==> config.mk <==
export PLATFORM = sky130hd
export DESIGN_NAME = cla_alu_iter
export DESIGN_NICKNAME = d
export VERILOG_FILES = /design/src/rtl/alu_pkg.sv /design/src/rtl/cla_slice_n.sv /design/src/rtl/cla_alu_iter.sv
export SDC_FILE = /design/constraint.sdc
export NUM_CORES = 1
export LEC_CHECK = 0
export BUFFER_PORTS_ARGS = -buffer_cell sky130_fd_sc_hd__buf_4
export CAP_MARGIN = 20
export CORE_ASPECT_RATIO = 1.1
export CORE_MARGIN = 1.5
export CORE_UTILIZATION = 60
export DETAILED_ROUTE_END_ITERATION = 6
export PLACE_DENSITY = 0.84
export SETUP_SLACK_MARGIN = 0.2
export SYNTH_ARGS = -nofsm -noshare
export SYNTH_HDL_FRONTEND = slang
export SYNTH_SLANG_ARGS = --single-unit
==> constraint.sdc <==
create_clock -name clk -period 7.1 [get_ports clk]
set_clock_uncertainty 0.1 [all_clocks]
set_input_delay 0.355 -clock clk [delete_from_list [all_inputs] [get_ports clk]]
set_output_delay 0.355 -clock clk [all_outputs]
set_load 0.02 [all_outputs]
==> src/rtl/alu_pkg.sv <==
// rtl/alu_pkg.sv - shared ALU opcodes, FSM state encoding and opcode helpers
//
// Purpose: common definitions for the iterative carry-lookahead ALU.
// Contents: ALUop encodings, the IDLE/RUN/DONE state type, and opcode
// classification helpers used by both the slice and the top level.
package alu_pkg;

  localparam logic [2:0] ALU_AND  = 3'b000;
  localparam logic [2:0] ALU_OR   = 3'b001;
  localparam logic [2:0] ALU_ADD  = 3'b010;
  localparam logic [2:0] ALU_XOR  = 3'b011;
  localparam logic [2:0] ALU_NOR  = 3'b100;
  localparam logic [2:0] ALU_RSVD = 3'b101;
  localparam logic [2:0] ALU_SUB  = 3'b110;
  localparam logic [2:0] ALU_SLT  = 3'b111;

  typedef enum logic [1:0] {
    ST_IDLE = 2'd0,
    ST_RUN  = 2'd1,
    ST_DONE = 2'd2
  } state_t;

  // Operations that go through the carry chain.
  function automatic logic is_arith(input logic [2:0] op);
    return (op == ALU_ADD) || (op == ALU_SUB) || (op == ALU_SLT);
  endfunction

  // Operations that compute a + ~b + 1.
  function automatic logic is_sub(input logic [2:0] op);
    return (op == ALU_SUB) || (op == ALU_SLT);
  endfunction

endpackage

==> src/rtl/cla_slice_n.sv <==
// rtl/cla_slice_n.sv - combinational SLICE-bit carry-lookahead ALU slice
//
// Purpose: one SLICE-bit slice of the ALU with a fully expanded lookahead
// carry network (no ripple between bit positions inside the slice).
// Ports:
//   a, b     : slice operands (b is inverted internally for SUB/SLT)
//   alu_op   : operation code
//   c_in     : carry into bit 0 of the slice
//   r        : slice result bits
//   c        : carry into each bit position
//   g, p     : group generate / propagate of the slice
//   c_out    : carry out of the top bit
//   c_msb    : carry into the top bit (used for signed overflow)
module cla_slice_n
  import alu_pkg::*;
#(
  parameter int SLICE = 4
) (
  input  logic [SLICE-1:0] a,
  input  logic [SLICE-1:0] b,
  input  logic [2:0]       alu_op,
  input  logic             c_in,
  output logic [SLICE-1:0] r,
  output logic [SLICE-1:0] c,
  output logic             g,
  output logic             p,
  output logic             c_out,
  output logic             c_msb
);

  logic [SLICE-1:0] bb;
  logic [SLICE-1:0] gi;
  logic [SLICE-1:0] pi;

  // Carry into bit n written as a flat sum of products:
  // c_n = g_{n-1} | p_{n-1}g_{n-2} | ... | p_{n-1}..p_0 c_in
  function automatic logic la_carry(input int n, input logic [SLICE-1:0] gv,
                                    input logic [SLICE-1:0] pv, input logic cin);
    logic acc;
    logic term;
    acc = cin;
    for (int k = 0; k < n; k++) acc = acc & pv[k];
    for (int j = 0; j < n; j++) begin
      term = gv[j];
      for (int k = j + 1; k < n; k++) term = term & pv[k];
      acc = acc | term;
    end
    return acc;
  endfunction

  always_comb begin
    bb = b ^ {SLICE{is_sub(alu_op)}};
    gi = a & bb;
    pi = a ^ bb;
    for (int i = 0; i < SLICE; i++) c[i] = la_carry(i, gi, pi, c_in);
    g     = la_carry(SLICE, gi, pi, 1'b0);
    p     = &pi;
    c_out = g | (p & c_in);
    c_msb = c[SLICE-1];

    case (alu_op)
      ALU_AND: r = a & b;
      ALU_OR:  r = a | b;
      ALU_XOR: r = a ^ b;
      ALU_NOR: r = ~(a | b);
      ALU_ADD, ALU_SUB, ALU_SLT: r = pi ^ c;
      default: r = '0;
    endcase
  end

endmodule

==> src/rtl/cla_alu_iter.sv <==
// rtl/cla_alu_iter.sv - multi-cycle ALU processing SLICE bits per cycle
//
// Purpose: WIDTH-bit ALU built around one shared SLICE-bit lookahead slice;
// an operation takes WIDTH/SLICE cycles with the inter-slice carry held in
// a register. Request and result use valid/ready handshakes.
// Ports:
//   clk, rst_n          : clock, asynchronous active-low reset
//   in_valid, in_ready  : request handshake; a, b, ALUop sampled on accept
//   out_valid, out_ready: result handshake; outputs held until taken
//   r                   : result
//   c_out, v, set, zero : carry out, signed overflow, SLT bit, r == 0
module cla_alu_iter
  import alu_pkg::*;
#(
  parameter int WIDTH = 32,
  parameter int SLICE = 4
) (
  input  logic             clk,
  input  logic             rst_n,
  input  logic             in_valid,
  output logic             in_ready,
  input  logic [WIDTH-1:0] a,
  input  logic [WIDTH-1:0] b,
  input  logic [2:0]       ALUop,
  output logic             out_valid,
  input  logic             out_ready,
  output logic [WIDTH-1:0] r,
  output logic             c_out,
  output logic             v,
  output logic             set,
  output logic             zero
);

  localparam int NSLICE = WIDTH / SLICE;
  localparam int IDXW   = (NSLICE > 1) ? $clog2(NSLICE) : 1;
  localparam logic [IDXW-1:0] LAST_IDX = IDXW'(NSLICE - 1);

  if ((SLICE < 1) || (SLICE > WIDTH) || ((WIDTH % SLICE) != 0)) begin : g_param_check
    $error("cla_alu_iter: WIDTH must be a positive multiple of SLICE");
  end

  state_t state_q, state_d;
  logic   in_ready_q, in_ready_d;
  logic   out_valid_q, out_valid_d;
  logic [NSLICE-1:0][SLICE-1:0] a_q, a_d;
  logic [NSLICE-1:0][SLICE-1:0] b_q, b_d;
  logic [NSLICE-1:0][SLICE-1:0] r_q, r_d;
  logic [2:0]      op_q, op_d;
  logic [IDXW-1:0] idx_q, idx_d;
  logic            carry_q, carry_d;
  logic            c_out_q, c_out_d;
  logic            v_q, v_d;
  logic            set_q, set_d;
  logic            zero_q, zero_d;

  logic [SLICE-1:0] sl_r;
  logic [SLICE-1:0] sl_c;
  logic             sl_g;
  logic             sl_p;
  logic             sl_c_out;
  logic             sl_c_msb;
  logic             ovf;

  cla_slice_n #(.SLICE(SLICE)) u_slice (
    .a      (a_q[idx_q]),
    .b      (b_q[idx_q]),
    .alu_op (op_q),
    .c_in   (carry_q),
    .r      (sl_r),
    .c      (sl_c),
    .g      (sl_g),
    .p      (sl_p),
    .c_out  (sl_c_out),
    .c_msb  (sl_c_msb)
  );

  always_comb begin
    state_d     = state_q;
    out_valid_d = out_valid_q;
    a_d         = a_q;
    b_d         = b_q;
    r_d         = r_q;
    op_d        = op_q;
    idx_d       = idx_q;
    carry_d     = carry_q;
    c_out_d     = c_out_q;
    v_d         = v_q;
    set_d       = set_q;
    zero_d      = zero_q;
    ovf         = sl_c_msb ^ sl_c_out;

    case (state_q)
      ST_IDLE: begin
        if (in_valid && in_ready_q) begin
          a_d     = a;
          b_d     = b;
          op_d    = ALUop;
          idx_d   = '0;
          // +1 of the two's complement for a - b enters as the first carry
          carry_d = is_sub(ALUop);
          r_d     = '0;
          c_out_d = 1'b0;
          v_d     = 1'b0;
          set_d   = 1'b0;
          state_d = ST_RUN;
        end
      end
      ST_RUN: begin
        r_d[idx_q] = sl_r;
        carry_d    = sl_c_out;
        if (idx_q == LAST_IDX) begin
          c_out_d = is_arith(op_q) & sl_c_out;
          v_d     = ((op_q == ALU_ADD) || (op_q == ALU_SUB)) & ovf;
          // Only SUB/SLT run a - b through the chain, so set is defined for them alone
          set_d   = is_sub(op_q) & (sl_r[SLICE-1] ^ ovf);
          if (op_q == ALU_SLT) begin
            r_d       = '0;
            r_d[0][0] = set_d;
          end
          zero_d      = (r_d == '0);
          out_valid_d = 1'b1;
          state_d     = ST_DONE;
        end else begin
          idx_d = idx_q + IDXW'(1);
        end
      end
      ST_DONE: begin
        if (out_ready) begin
          out_valid_d = 1'b0;
          state_d     = ST_IDLE;
        end
      end
      default: state_d = ST_IDLE;
    endcase

    // Registered so that in_ready stays low through reset and the handshake cycle
    in_ready_d = (state_d == ST_IDLE);
  end

  always_ff @(posedge clk or negedge rst_n) begin
    if (!rst_n) begin
      state_q     <= ST_IDLE;
      in_ready_q  <= 1'b0;
      out_valid_q <= 1'b0;
      a_q         <= '0;
      b_q         <= '0;
      r_q         <= '0;
      op_q        <= ALU_AND;
      idx_q       <= '0;
      carry_q     <= 1'b0;
      c_out_q     <= 1'b0;
      v_q         <= 1'b0;
      set_q       <= 1'b0;
      zero_q      <= 1'b1;
    end else begin
      state_q     <= state_d;
      in_ready_q  <= in_ready_d;
      out_valid_q <= out_valid_d;
      a_q         <= a_d;
      b_q         <= b_d;
      r_q         <= r_d;
      op_q        <= op_d;
      idx_q       <= idx_d;
      carry_q     <= carry_d;
      c_out_q     <= c_out_d;
      v_q         <= v_d;
      set_q       <= set_d;
      zero_q      <= zero_d;
    end
  end

  assign in_ready  = in_ready_q;
  assign out_valid = out_valid_q;
  assign r         = r_q;
  assign c_out     = c_out_q;
  assign v         = v_q;
  assign set       = set_q;
  assign zero      = zero_q;

endmodule

==> run summary <==
YS warnings = 0
Post-synth EDFFs = 0
diode count = 0
fmax = 217.1 MHz
most area-consuming cells after synthesis = dfrtp_1 48%, nand2_1 15%, a22o_1 4.1%, ha_1 3.3%, mux2i_1 2.6%
Worst VDD drop = 0.0002144 V
initial antenna violation count = 0
Ports = 109
hold crit path type = in -> reg
routed vias/inst = 5.833
LEAKAGE = 3.484 nW
DRC errors left = 0
share of cells above drive strength 1 = 19.84%
crit path time final = 4.607 ns
post-synthesis adder-cell area fraction = 3.642%
main combinational cell family by area after synthesis = simple AND/OR/NAND/NOR gates
Layout area overhead = 19.88%
uppermost layer routed = met4
H-tree levels = 3
CTS tree = done
worst path required time = 7.31 ns
routed wl met3 = 835 µm
RSZ-0062 raised after global routing = no
Core Footprint = 9305 µm²
Fill cells = 702
Post-Syn Instances = 646
Initial Utilization = 61.29%
pin count of the biggest net entering global routing = 71
root buffer cell = clkbuf_8
number of global-route vias before repair = 4979
maximum root-to-sink buffer count = 2
Tcrit/Tclk final = 64.88%
hold slack = 0.04980 ns
Syn Area/Cell = 8.828 µm²
slew margin rel. = 42.24%
GRT Total Usage = 32.15%
Routed met2 length = 7.465 mm
layout net count = 828
Mapped Area = 5703 µm²
DRT Wirelength = 15.29 mm
Die Ht = 105.3 µm
routability cong. = 0.9440
Clk Latency, worst-skew pair = 0.39 ns
count leader, synth = nand2_1
count of final max-slew check failures = 0
met1 WL = 6.507 mm
First-pass DRT Iterations = 5
syn nets = 733
FF/Latch Area = 2779 µm²
XOR/XNOR share of the synthesized area = 1.075%
Clk pin slew, worst setup/hold paths = 0.11 ns
status = completed
simple-gate portion of the synthesized area = 22.36%
crit path kind = reg -> reg
share of Yosys cell area claimed by the top area cell type = 48.27%
global-route wire length before repair = 24.71 mm
Die W = 95.96 µm
CP arrival = 4.82 ns
setup TNS = 0 ns
Cell Rows = 37
full die area = 10100 µm²
via count = 5034
Seq/Total Area, Yosys = 48.73%
largest area contributor in the netlist = dfrtp_1
Pwr Density = 534.0 nW/µm²
routed length per instance = 17.72 µm
area occupied by multi-input gates = 2724 µm²
max-cap viol count = 0
DR iter-0 viols = 310
Synth Register Bits = 111
top_reg_cell synth = dfrtp_1
actual slew at the worst max-slew pin = 0.8664 ns
number of clock sinks = 111
Post-DRT Antenna Nets = 0
Final Hold Viols = 0
Async SR Flop Fraction = 100.0%
startpoint types = flip-flop
GRT overflow = 0
dpl hpwl = 11.18 mm
top cells by count, synth = 229 x nand2_1, 110 x dfrtp_1, 36 x nor2_1
IO buf count = 108
Compound-Gate Fraction of Synth Area = 16.37%
crit-path max FO = 22
mux cell area share after synthesis = 4.212%
Cell variety after synth = 59
crit end category = flip-flop
CTS buffer count = 9
Final setup viols = 0
stage by stage:
| stage | cell area (µm²) | power [mW] | cells | worst slack, ns | utilization, % |
|---|---|---|---|---|---|
| 4_1_cts | 6817 | 3.630 | 862 | 2.511 | 73.26 |
| 3_5_place_dp | 6573 | 3.196 | 845 | 2.525 | 70.63 |
| 6_report | 6837 | 3.651 | 863 | 2.493 | 73.47 |
| 2_1_floorplan | 5703 | 2.575 | 646 | 3.456 | - |
| 3_3_place_gp | 6568 | 3.126 | 844 | 2.689 | 70.58 |
| 5_1_grt | 6837 | 3.947 | 863 | 2.033 | 73.47 |
repair_timing:
| item | 4_1_cts | 5_1_grt |
|---|---|---|
| hold buffers | 1 | 0 |
| hold endpoints to repair | 53 | 0 |
| resized for setup | 0 | 0 |
| setup buffers | 0 | 0 |
path summary, 6_finish.rpt:
check / start / end / slack, ns / cells past startpoint
max: idx_q[1] / r[31] / 2.49 / 14
min: a[18] / a_q[18] / 0.05 / 3
max reg2reg: idx_q[1] / r[31] / 2.49 / 14
min reg2reg: a_q[4] / a_q[4] / 0.38 / 2
max in group asynchronous: rst_n / a_q[4] / 5.27 / 3
min in group asynchronous: rst_n / in_ready / 0.45 / 2
layout by cell type (no fill, tap or decap), types with 3 or more instances in the layout:
cell type	n
o21ai_0	29
and4_1	3
ha_1	15
nor3_1	7
xor2_1	3
a31oi_1	4
nor2b_1	7
a22oi_1	16
a221o_1	3
o21bai_1	3
mux2i_1	15
nand3_1	5
mux2_2	6
xnor2_1	4
o22ai_1	5
inv_1	16
clkbuf_8	10
o211ai_1	4
nand2_1	229
a22o_1	27
dfrtp_1	110
o21a_1	3
o31ai_1	5
a21oi_1	19
buf_4	113
nor2_1	36
per-layer routing:
| layer | vias to the layer above | global-route usage (%) |
|---|---|---|
| li1 | 2396 | - |
| met3 | 40 | 4.834 |
| met1 | 2403 | 44.21 |
| met4 | 0 | 13.24 |
| met2 | 195 | 50.60 |
| met5 | - | 0 |
sequential cells by signal (all words and copies together) (netlist names):
signal     count
op_q           3
set            1
a_q           32
state_q        2
r             32
idx_q          3
v              1
out_valid      1
carry_q        1
in_ready       1
b_q           32
zero           1
c_out          1
worst max-delay path, cell delays in order (launching register included):
cell and delay (ns):
dfrtp_1 0.85, buf_4 0.33, nor2b_1 0.28, and2_1 0.49
a22oi_1 0.16, and4_1 0.25, inv_1 0.12, ha_1 0.26
ha_1 0.20, o211ai_1 0.18, nand2_1 0.12, xor2_1 0.16
a221o_1 0.22, nor2b_1 0.58, a22o_1 0.24
cell families (layout without fill, tap and decap cells):
logic type | count (synthesis) | after routing
and+or+nand+nor | 306 | 306
muxes | 22 | 22
xor gates and xnor gates | 7 | 7
buffers and inverters | 50 | 150
adders and majority gates | 16 | 16
DFF | 111 | 111
AOI/OAI and AO/OA | 134 | 134
area by class of cell:
class / count / area share, %
clock inverters: 5 / 1.354
inverters: 18 / 1.025
well taps: 117 / 2.141
flip-flops and latches: 111 / 40.65
multi-input cells: 485 / 39.84
clock buffers: 11 / 2.068
repair buffers: 116 / 12.92
power breakdown:
part           total (mW)  internal, mW  switching, mW
clock network       0.436         0.212          0.223
logic                2.07         0.828           1.24
registers            1.14         0.891          0.254
Power figures use the tool's default switching activity.
